File: src/rtl/multicycle_pkg.sv
// multicycle_pkg: opcodes, FSM state encodings and datapath select codes shared by control and datapath
package multicycle_pkg;

    typedef enum logic [2:0] {
        S_FETCH  = 3'd0,
        S_DECODE = 3'd1,
        S_EXEC   = 3'd2,
        S_MEM    = 3'd3,
        S_WB     = 3'd4
    } state_e;

    localparam logic [5:0] OP_RTYPE = 6'h00;
    localparam logic [5:0] OP_ANDI  = 6'h01;
    localparam logic [5:0] OP_ADDI  = 6'h02;
    localparam logic [5:0] OP_LW    = 6'h03;
    localparam logic [5:0] OP_SW    = 6'h04;
    localparam logic [5:0] OP_BEQ   = 6'h05;
    localparam logic [5:0] OP_J     = 6'h06;

    localparam logic [1:0] ALU_ADD   = 2'b00;
    localparam logic [1:0] ALU_SUB   = 2'b01;
    localparam logic [1:0] ALU_FUNCT = 2'b10;
    localparam logic [1:0] ALU_AND   = 2'b11;

    localparam logic [1:0] SRCB_REG  = 2'b00;
    localparam logic [1:0] SRCB_FOUR = 2'b01;
    localparam logic [1:0] SRCB_IMM  = 2'b10;

    localparam logic [1:0] PC_ALU    = 2'b00;
    localparam logic [1:0] PC_BRANCH = 2'b01;
    localparam logic [1:0] PC_JUMP   = 2'b10;

    // The legal opcodes are exactly the contiguous range R-type..J
    function automatic logic is_legal(input logic [5:0] op);
        return op <= OP_J;
    endfunction

endpackage

File: src/rtl/multicycle_control_unit.sv
// multicycle_control_unit: five-state FETCH/DECODE/EXEC/MEM/WB controller with memory-wait timeout
module multicycle_control_unit #(
    parameter int MEM_WAIT_MAX = 15
) (
    input  logic       clk,
    input  logic       rst_n,
    input  logic [5:0] opcode,
    input  logic       zero,
    input  logic       mem_ready,
    output logic       pc_write,
    output logic       ir_write,
    output logic       mem_read,
    output logic       mem_write,
    output logic       reg_write,
    output logic       mem_addr_sel,
    output logic       reg_dst,
    output logic       wb_sel,
    output logic       ext_op,
    output logic [1:0] alu_src_b,
    output logic [1:0] alu_op,
    output logic [1:0] pc_src,
    output logic       illegal,
    output logic       mem_err,
    output logic [2:0] state
);
    import multicycle_pkg::*;

    localparam int WW = (MEM_WAIT_MAX > 0) ? $clog2(MEM_WAIT_MAX + 1) : 1;
    // Timeout fires in the MEM_WAIT_MAX-th consecutive not-ready cycle
    localparam logic [WW-1:0] WAIT_LAST = WW'(MEM_WAIT_MAX - 1);

    state_e          state_q, state_d;
    logic            ext_op_q, ext_op_d;
    logic [WW-1:0]   wait_q, wait_d;
    logic            waiting, timeout;

    assign state  = state_q;
    assign ext_op = ext_op_q;

    // State, extender mode and wait counter registers
    always_ff @(posedge clk or negedge rst_n) begin
        if (!rst_n) begin
            state_q  <= S_FETCH;
            ext_op_q <= 1'b0;
            wait_q   <= '0;
        end else begin
            state_q  <= state_d;
            ext_op_q <= ext_op_d;
            wait_q   <= wait_d;
        end
    end

    // Next state, strobes and wait-counter update; counter is zero outside FETCH/MEM so every entry starts clean
    always_comb begin
        state_d      = state_q;
        ext_op_d     = ext_op_q;
        wait_d       = '0;
        pc_write     = 1'b0;
        ir_write     = 1'b0;
        mem_read     = 1'b0;
        mem_write    = 1'b0;
        reg_write    = 1'b0;
        mem_addr_sel = 1'b0;
        reg_dst      = 1'b0;
        wb_sel       = 1'b0;
        alu_src_b    = SRCB_REG;
        alu_op       = ALU_ADD;
        pc_src       = PC_ALU;
        illegal      = 1'b0;
        mem_err      = 1'b0;
        waiting      = (state_q == S_FETCH) || (state_q == S_MEM);
        timeout      = waiting && !mem_ready && (wait_q == WAIT_LAST);
        case (state_q)
            S_FETCH: begin
                mem_read = 1'b1;
                if (mem_ready) begin
                    ir_write  = 1'b1;
                    pc_write  = 1'b1;
                    alu_src_b = SRCB_FOUR;
                    alu_op    = ALU_ADD;
                    pc_src    = PC_ALU;
                    state_d   = S_DECODE;
                end
            end
            S_DECODE: begin
                ext_op_d = (opcode != OP_ANDI);
                if (opcode == OP_J) begin
                    pc_write = 1'b1;
                    pc_src   = PC_JUMP;
                    state_d  = S_FETCH;
                end else if (!is_legal(opcode)) begin
                    illegal = 1'b1;
                    state_d = S_FETCH;
                end else begin
                    state_d = S_EXEC;
                end
            end
            S_EXEC: begin
                state_d = S_WB;
                case (opcode)
                    OP_RTYPE: alu_op = ALU_FUNCT;
                    OP_ANDI: begin
                        alu_src_b = SRCB_IMM;
                        alu_op    = ALU_AND;
                    end
                    OP_ADDI: alu_src_b = SRCB_IMM;
                    OP_LW, OP_SW: begin
                        alu_src_b = SRCB_IMM;
                        state_d   = S_MEM;
                    end
                    OP_BEQ: begin
                        alu_op   = ALU_SUB;
                        pc_src   = PC_BRANCH;
                        pc_write = zero;
                        state_d  = S_FETCH;
                    end
                    default: state_d = S_FETCH;
                endcase
            end
            S_MEM: begin
                mem_addr_sel = 1'b1;
                mem_read     = (opcode == OP_LW);
                mem_write    = (opcode == OP_SW) && !timeout;
                if (mem_ready)
                    state_d = (opcode == OP_LW) ? S_WB : S_FETCH;
            end
            S_WB: begin
                reg_write = 1'b1;
                reg_dst   = (opcode == OP_RTYPE);
                wb_sel    = (opcode == OP_LW);
                state_d   = S_FETCH;
            end
            default: state_d = S_FETCH;
        endcase
        if (waiting && !mem_ready) begin
            wait_d = wait_q + WW'(1);
            if (timeout) begin
                wait_d  = '0;
                mem_err = 1'b1;
                state_d = S_FETCH;
            end
        end
    end

endmodule

File: config.mk
export PLATFORM = sky130hd
export DESIGN_NAME = multicycle_control_unit
export DESIGN_NICKNAME = d
export VERILOG_FILES = /design/src/rtl/multicycle_pkg.sv /design/src/rtl/multicycle_control_unit.sv
export SDC_FILE = /design/constraint.sdc
export NUM_CORES = 1
export LEC_CHECK = 0
export CAP_MARGIN = 0
export CORE_UTILIZATION = 40
export CTS_CLUSTER_DIAMETER = 100
export CTS_CLUSTER_SIZE = 16
export DETAILED_ROUTE_END_ITERATION = 10
export PLACE_DENSITY_LB_ADDON = 0.15
export RECOVER_POWER = 100
export SYNTH_ARGS = -nofsm -noshare
export SYNTH_HDL_FRONTEND = slang
export SYNTH_SLANG_ARGS = --single-unit
export TNS_END_PERCENT = 10
File: constraint.sdc
create_clock -name clk -period 2.2 [get_ports clk]
set_clock_uncertainty 0.1 [all_clocks]
set_input_delay 0.44 -clock clk [delete_from_list [all_inputs] [get_ports clk]]
set_output_delay 0.44 -clock clk [all_outputs]
set_load 0.01 [all_outputs]
# Word level (Yosys, flattened, before mapping)
# Cells that the tools add are included.
[word_totals]
in_bits = 10
ff_bits = 8
output_inout_bits = 20
word_cells = 63
[classes]
eq_ne = 12
reduce_logical = 11
n_addsub = 1
n_lt_le_gt_ge = 1
mux = 35
[op_table]
columns = ["cell", "n"]
rows = [
  ["$eq A6 B3 Y1 const B", 3],
  ["$mux W1", 16],
  ["$mux W3", 5],
  ["$eq A6 B2 Y1 const B", 2],
  ["$pmux W3 S4", 1],
  ["$mux W2", 5],
  ["$mux W4", 2],
  ["$pmux W2 S2", 2],
  ["$eq A3 B2 Y1 const B", 2],
  ["$eq A6 B1 Y1 const B", 1],
  ["$le A6 B3 Y1 const B", 1],
  ["$logic_not A6 Y1", 1],
  ["$ne A6 B1 Y1 const B", 1],
  ["$pmux W2 S3", 1],
  ["$pmux W3 S2", 1],
  ["$add A4 B1 Y4 const B", 1],
  ["$eq A4 B4 Y1 const B", 1],
  ["$reduce_or A4 Y1", 1],
  ["$eq A3 B1 Y1 const B", 1],
  ["$eq A3 B3 Y1 const B", 1],
  ["$logic_and A1 B1 Y1", 3],
  ["$logic_not A3 Y1", 1],
  ["$pmux W1 S3", 1],
  ["$reduce_or A3 Y1", 1],
  ["other kinds (4)", 5],
]

# Longest topological paths before layout
# Gate-level depths: netlist of the first run.
[logic_depth]
ltp_word = 7
ltp_mapped = 5
ltp_nobuf = 5

# Worst setup path after synthesis of the first run
# OpenSTA, ideal clock, no wires.
[synth_path]
path_kind = "input port to output port"
from = "input port opcode[2]"
to = "output port alu_src_b[1]"
slack_ps = 15
t_required_ps = 1660
path_stages = 3
path_buffers = 1
t_arrival_ps = 1645
cell_sequence = "buf_4 -> or3b_4 -> a2111oi_0"
[synth_between]
elab_chain_cells = 4
word_cells_on_any_way = 7
cone_classes = "eq/ne (4); mux (2); reduce/logical (1)"
[synth_lines]
columns = ["element", "line", "source"]
rows = [
  ["start, declared", "multicycle_control_unit.sv:7", "input logic [5:0] opcode,"],
  ["$eq A6 B2 Y1, or another cell as far along", "multicycle_control_unit.sv:100", "case (opcode)"],
  ["$reduce_or A4 Y1 (no source line) (*)", "n/a", ""],
  ["$mux W2 (*)", "multicycle_control_unit.sv:100", ""],
  ["$pmux W2 S2 (*)", "multicycle_control_unit.sv:73", "case (state_q)"],
  ["end, declared", "multicycle_control_unit.sv:19", "output logic [1:0] alu_src_b,"],
]
# Every way passes the cells marked *; elsewhere a longest branch is shown, timed or not.

# Worst setup path after layout of the first run
[layout_path]
from = "register state_q[2], in the netlist state[2]"
to = "output port pc_write"
[layout_between]
elab_chain_cells = 2
word_cells_on_any_way = 4
cone_classes = "eq/ne (2); mux (1); reduce/logical (1)"
[layout_lines]
columns = ["element", "line", "source"]
rows = [
  ["start, declared", "multicycle_control_unit.sv:32", "state_e state_q, state_d;"],
  ["start signal, assigned", "multicycle_control_unit.sv:47", "state_q <= state_d;"],
  ["$eq A3 B2 Y1, or another cell as far along", "multicycle_control_unit.sv:73", ""],
  ["$pmux W1 S3 (*)", "multicycle_control_unit.sv:73", ""],
  ["end, declared", "multicycle_control_unit.sv:10", "output logic pc_write,"],
]
# Marks and branches as above.

==> impl_metrics.toml, run 1 <==
[power]
clockPowerShare_pct = 26.0
p_seq_share_pct = 35.0
switchingPower_uw = 145
switching_share_pct = 32.2
pwr-share-comb_pct = 39.0
internal-power_uw = 306
ir_drop_uv = 441
power-per-cell-area_nw_per_um2 = 344
p_leak_nw = 0.631

[yosys]
yosys.area_share.simple_pct = 38.6
synthMuxAreaShare_pct = 0
synth_edf_count = 0
synth_area_um2 = 658
synth_top_family_by_area = "simple AND/OR/NAND/NOR gates"
yosys_warnings = 0
syn_inst = 75
synth_cell_types = 35
synth-seq-area-share_pct = 30.4
synth-seq-cells = 8
ys_async_sr_fraction_pct = 100
synth_compound_area_share_pct = 15.0
ys.flop_type = "dfrtp_1"
syn_area_per_cell_um2 = 8.78
synth-adder-area-share_pct = 3.80
synth-xor-area-share_pct = 3.99
syn_nets = 87

[timing]
clock.fmax_mhz = 441
period_share_pct = 103
slew_headroom_pct = 66.9
fin_crit_ns = 2.27
timing.final.ws_setup_ns = -0.0694
worst_slew_pin_slew_ns = 0.492
rsz0062_at_grt = "yes"
setup_viol = 2
finalHoldViolations = 0
slew_viol_final = 0

[setup_path]
required_ns = 1.66
ff2ff_setup_slack_ns = 0.52
crit_family = "simple AND/OR/NAND/NOR gates"
cp-start-kind = "flop"
crit_path_end_kind = "primary output"
crit_chain = "or3b_4, nor4_4, a311o_1, buf_2"
crit_type = "flop to primary output"
cp_max_fo = 5
crit_slowest_cell = "dfrtp_2"
critPathArrivalTime_ns = 1.73
crit_buf_inv = 1
cpPeakStageDelay_ns = 0.44

[detailed_routing]
drc = 0
vias_per_cell = 5.67
drt_iter0_markers = 19
ant_nets = 0
routed-via-count = 879
drt_wl_total_um = 2610
wl_per_cell_um = 16.8
first_pass_iters = 4

[die]
io_pins = 30
die_area_um2 = 1810
fp.dieW_um = 42.6
start_util_pct = 43.2
die_y_um = 42.6
coreArea_um2 = 1520
row_count = 14

[global_route]
grt_overflow_total = 0
grt.total_usage_pct = 30.2
first_global_vias = 855
grt_antenna_before_repair = 0
grt_max_degree = 9
grt_first_pass_wirelength_um = 4000

[layout]
drive_gt1_share_pct = 53.2
fin_nets = 153
n_antenna_cell = 0
fillers = 76
design_area_um2 = 1310
syn2layout_area_growth_pct = 98.9

[placed_design]
place_area_um2 = 1120
dp_hpwl_um = 1430
place_ws_ns = -0.748
portBuffers = 29
gp_congestion = 0.830

[clocking]
clkLatencyLatePin_ns = 0.27
cts_tree = "built"
tritoncts.num_buffers = 3
holdBufCountCts = 0
clockBufferDepth = 2
path_clk_slew_ns = 0.06
cts_root_buf = "clkbuf_4"
clock_sinks = 8
cts_max_level = 1

[status]
status = "finished with violations"
violations = "setup timing"

[flow_run]
drv_cap = 0

[hold_path]
hp-class = "input pin to async pin"
[power by group through the flow]
| stage | Combinational (mW) | Sequential [mW] | Clock [mW] |
|---|---|---|---|
| detailed placement | 0.143 | 0.160 | 0 |
| global route | 0.187 | 0.158 | 0.131 |
| global placement | 0.140 | 0.160 | 0 |
| floorplan | 0.0600 | 0.163 | 0 |
| CTS | 0.161 | 0.158 | 0.122 |
| finish | 0.176 | 0.158 | 0.117 |
[sequential cells by signal, summed over array words and instances, names as in the netlist]
signal and count:
wait_q 4, ext_op 1, state 3
[cell usage in the layout (no fill, tap or decap), types with 2 or more instances in the layout]
cell and count:
buf_4 39, nor2_1 10, buf_2 9, dfrtp_1 7
dlygate4sd2_1 6, clkdlybuf4s50_1 6, nand3_1 4, and2_1 3
nor4_4 3, a21oi_1 3, clkbuf_4 3, clkbuf_2 3
buf_6 3, a31oi_1 2, nor4b_4 2, or3b_4 2
xor2_1 2, nand3b_1 2, nand2_1 2, inv_1 2
ha_1 2
[worst reg2reg max path, stage by stage, from the launching register on]
cell and delay (ns):
dfrtp_2 0.44, nand2b_2 0.25, buf_4 0.17, a2111o_1 0.39
a311oi_2 0.23
[cell families (layout without fill, tap and decap cells)]
group           after synthesis  after routing
compound gates               12             12
xor+xnor                      3              3
fa+ha+maj                     2              2
buf+inv                      10             74
flops                         8              8
simple gates                 40             40
[routing by layer]
layer  up-vias  global-route usage, %  share of wire (%)
met3        11                   9.05                7.2
met1       415                   37.1                 39
met2        47                   49.8                 51
li1        406                      -                  -
met4         0                   10.0                2.8
met5         -                      0                  0
[final timing paths]
path                                startpoint                   to  cells after the start
setup / recovery            state[2]$_DFF_PN0_             pc_write                      4
hold / removal                           rst_n  wait_q[1]$_DFF_PN0_                      1
setup reg to reg            state[2]$_DFF_PN0_   state[1]$_DFF_PN0_                      4
hold reg to reg            wait_q[1]$_DFF_PN0_  wait_q[1]$_DFF_PN0_                      2
max in group asynchronous                rst_n   state[2]$_DFF_PN0_                      1
min in group clk           wait_q[1]$_DFF_PN0_  wait_q[1]$_DFF_PN0_                      2
[cell usage after synthesis, drive strengths merged, types with 2 or more instances]
cell | count | area [um^2]
nor2 | 11 | 41.3
dfrtp | 8 | 200
nor4 | 5 | 50.1
buf | 4 | 31.3
clkbuf | 4 | 15.0
nand3 | 4 | 20.0
a21oi | 3 | 15.0
a31oi | 3 | 18.8
and2 | 3 | 18.8
ha | 2 | 25.0
inv | 2 | 7.51
nand2 | 2 | 7.51
nand2b | 2 | 12.5
nand3b | 2 | 15.0
nor4b | 2 | 17.5
or3b | 2 | 20.0
xor2 | 2 | 17.5
[area by class of cell]
| class | instances | area (um^2) | share of cell area, % |
|---|---|---|---|
| inverter | 2 | 7.51 | 0.574 |
| multi-input combinational | 57 | 526 | 40.2 |
| clock buffer | 3 | 22.5 | 1.72 |
| tap | 16 | 20.0 | 1.53 |
| sequential | 8 | 201 | 15.4 |
| timing repair buffer | 69 | 532 | 40.6 |
[what timing repair did]
| action | CTS | global route |
|---|---|---|
| setup buffers | 10 | 3 |
| endpoints found under the hold margin | 0 | 0 |
| setup endpoints to repair | 15 | 14 |
| pin swaps | 4 | 7 |
| resized for setup | 62 | 18 |
[stage by stage]
step	total power, mW	hold WS (ns)	setup TNS, ns	cells	utilization [%]
after global placement	0.300	0.413	-7.41	139	73.8
after floorplan	0.223	0.0444	0	75	-
final	0.451	0.412	-0.0917	155	85.9
after global routing	0.476	0.433	-0.393	155	85.9
after detailed placement	0.303	0.424	-7.67	139	73.8
after CTS	0.441	0.345	-0.651	152	83.3
No activity file was read; power rests on OpenSTA's default activity.
==> run 2: changes to the inputs <==
CORE_ASPECT_RATIO = 1.25   (was default)
CORE_UTILIZATION = 36   (was 40)
SKIP_CTS_REPAIR_TIMING = 1   (was default)
==> run 2 against run 1 <==
Net effect:
- the flow still finishes with violations (setup timing)
- sequential power barely moved
- register-to-register slack got worse by 0.08 ns
- die area rose by 11%
- combinational power fell by 15%
- utilization fell by 11 points
- non-clock buffer count fell by 14
- worst setup slack got worse by 0.070 ns
- critical path depth rose by 2
- first-iteration DRC count fell by 68%
- critical path type is now input pin to primary output
- critical endpoint unchanged
- largest power group is now sequential cells
- highest routed layer unchanged
==> impl_metrics.toml, run 2 (synthesis gave the netlist of run 1 again) <==
[timing]
period_share_pct = 106
setup_viol = 5
clock.fmax_mhz = 427
rsz0062_at_grt = "yes"
worst_slew_pin_slew_ns = 0.357
timing.final.ws_setup_ns = -0.139
hold_ws_ns = 0.429
fin_crit_ns = 2.34
slew_headroom_pct = 76.1
finalHoldViolations = 0
slew_viol_final = 0

[placed_design]
dp_hpwl_um = 1500
gp_congestion = 0.816
dp.cells = 137
portBuffers = 29

[setup_path]
reg2regPathDepth = 4
cp.depth = 6
cpPeakStageDelay_ns = 0.47
rr_startpoint = "state[2]$_DFF_PN0_"
crit_slowest_cell = "clkdlybuf4s50_1"
cp_max_fo = 10
required_ns = 1.66
ff2ff_setup_slack_ns = 0.44
crit_path_end_kind = "primary output"
crit_chain = "clkdlybuf4s50_1, buf_4, nand2b_4, nor4_4, a311o_1, dlymetal6s2s_1"
crit_type = "input pin to primary output"
cp-start-kind = "input pin"
crit_family = "buffers and inverters"
critPathArrivalTime_ns = 1.80
r2r_end = "state[1]$_DFF_PN0_"
crit_buf_inv = 3

[clocking]
cts_tree = "built"
clock_sinks = 8
tritoncts.num_buffers = 3
clkLatencyLatePin_ns = 0.24
cts_root_buf = "clkbuf_4"
cts_max_level = 1
path_clk_slew_ns = 0.05
clockBufferDepth = 2

[die]
coreArea_um2 = 1640
start_util_pct = 40.1
io_pins = 30
die_y_um = 49.8
row_count = 16
die_area_um2 = 2000
fp.dieW_um = 40.2

[layout]
final_common_cell = "buf_4"
n_antenna_cell = 0
final_core_util_pct = 74.9
fin_nets = 139
regMostFlops = "wait_q"
final_cell_mix = "24 x buf_4, 13 x dlymetal6s2s_1, 10 x nor2_1"
largest_register_ffs = 4
drive_gt1_share_pct = 41.6
syn2layout_area_growth_pct = 86.9
stdcell_count = 143

[global_route]
grt_overflow_total = 0
grt_max_degree = 13
grt.total_usage_pct = 21.6
first_global_vias = 734
grt_antenna_before_repair = 0
grtUsageMet2_pct = 41.4
gr-usage-met3_pct = 3.15
met1_usage_pct = 20.9
grt.busiest_layer = "met2"
grt_first_pass_wirelength_um = 3080

[status]
status = "finished with violations"
violations = "setup timing"

[hold_path]
hp-class = "flop to flop"
min_path_cells = 2
whs_endpoint = "wait_q[0]$_DFF_PN0_"
worstHoldStart = "wait_q[0]$_DFF_PN0_"

[detailed_routing]
ant_nets = 0
drt_wl_total_um = 1930
first_pass_iters = 4
vias_per_cell = 5.30
drt_iter0_markers = 6
wl_per_cell_um = 13.5
routed-via-count = 758
drc = 0

[power]
power-per-cell-area_nw_per_um2 = 337
ir_drop_uv = 237
p_leak_nw = 0.685

[flow_run]
drv_cap = 0
==> run 2: stage by stage <==
stage | cell area (um^2) | setup TNS [ns] | worst slack [ns] | power (mW)
2_1_floorplan | 658 | 0 | 0.0151 | 0.223
3_3_place_gp | 1100 | -7.22 | -0.706 | 0.299
3_5_place_dp | 1100 | -7.32 | -0.735 | 0.302
4_1_cts | 1120 | -7.46 | -0.741 | 0.410
5_1_grt | 1230 | -0.886 | -0.199 | 0.445
6_report | 1230 | -0.414 | -0.139 | 0.414
==> run 2: worst max path at each step <==
stage / slack, ns / from / to
2_1_floorplan: 0.02 / opcode[2] / alu_src_b[1]
3_3_place_gp: -0.71 / opcode[4] / pc_write
3_5_place_dp: -0.73 / opcode[4] / pc_write
4_1_cts: -0.74 / opcode[4] / pc_write
5_1_grt: -0.20 / wait_q[0]$_DFF_PN0_ / mem_write
6_report: -0.14 / opcode[1] / pc_write
==> run 2: where the power goes <==
group | switching (mW) | leakage (nW) | internal, mW
registers | 0.00475 | 0.104 | 0.154
logic | 0.0709 | 0.568 | 0.0793
clock network | 0.0435 | 0.0138 | 0.0620
total | 0.119 | 0.685 | 0.295
==> run 2: tightest hold or removal path, cell delays in order, from the launching register on <==
cell and delay [ns]:
dfrtp_1 0.34, buf_4 0.12, nor2_1 0.04
==> run 2: layer usage <==
| metal | share of wire, % | vias up | routed length (um) |
|---|---|---|---|
| li1 | - | 375 | - |
| met1 | 37 | 352 | 721 |
| met2 | 57 | 29 | 1100 |
| met3 | 4.1 | 2 | 79 |
| met4 | 1.5 | 0 | 29 |
| met5 | 0 | - | 0 |
==> run 2: final cells by class <==
| class | instances | area, um^2 |
|---|---|---|
| sequential | 8 | 200 |
| tap | 18 | 22.5 |
| timing repair buffer | 55 | 487 |
| clock buffer | 3 | 22.5 |
| inverter | 2 | 7.51 |
| fill | 122 | 412 |
| multi-input combinational | 57 | 490 |
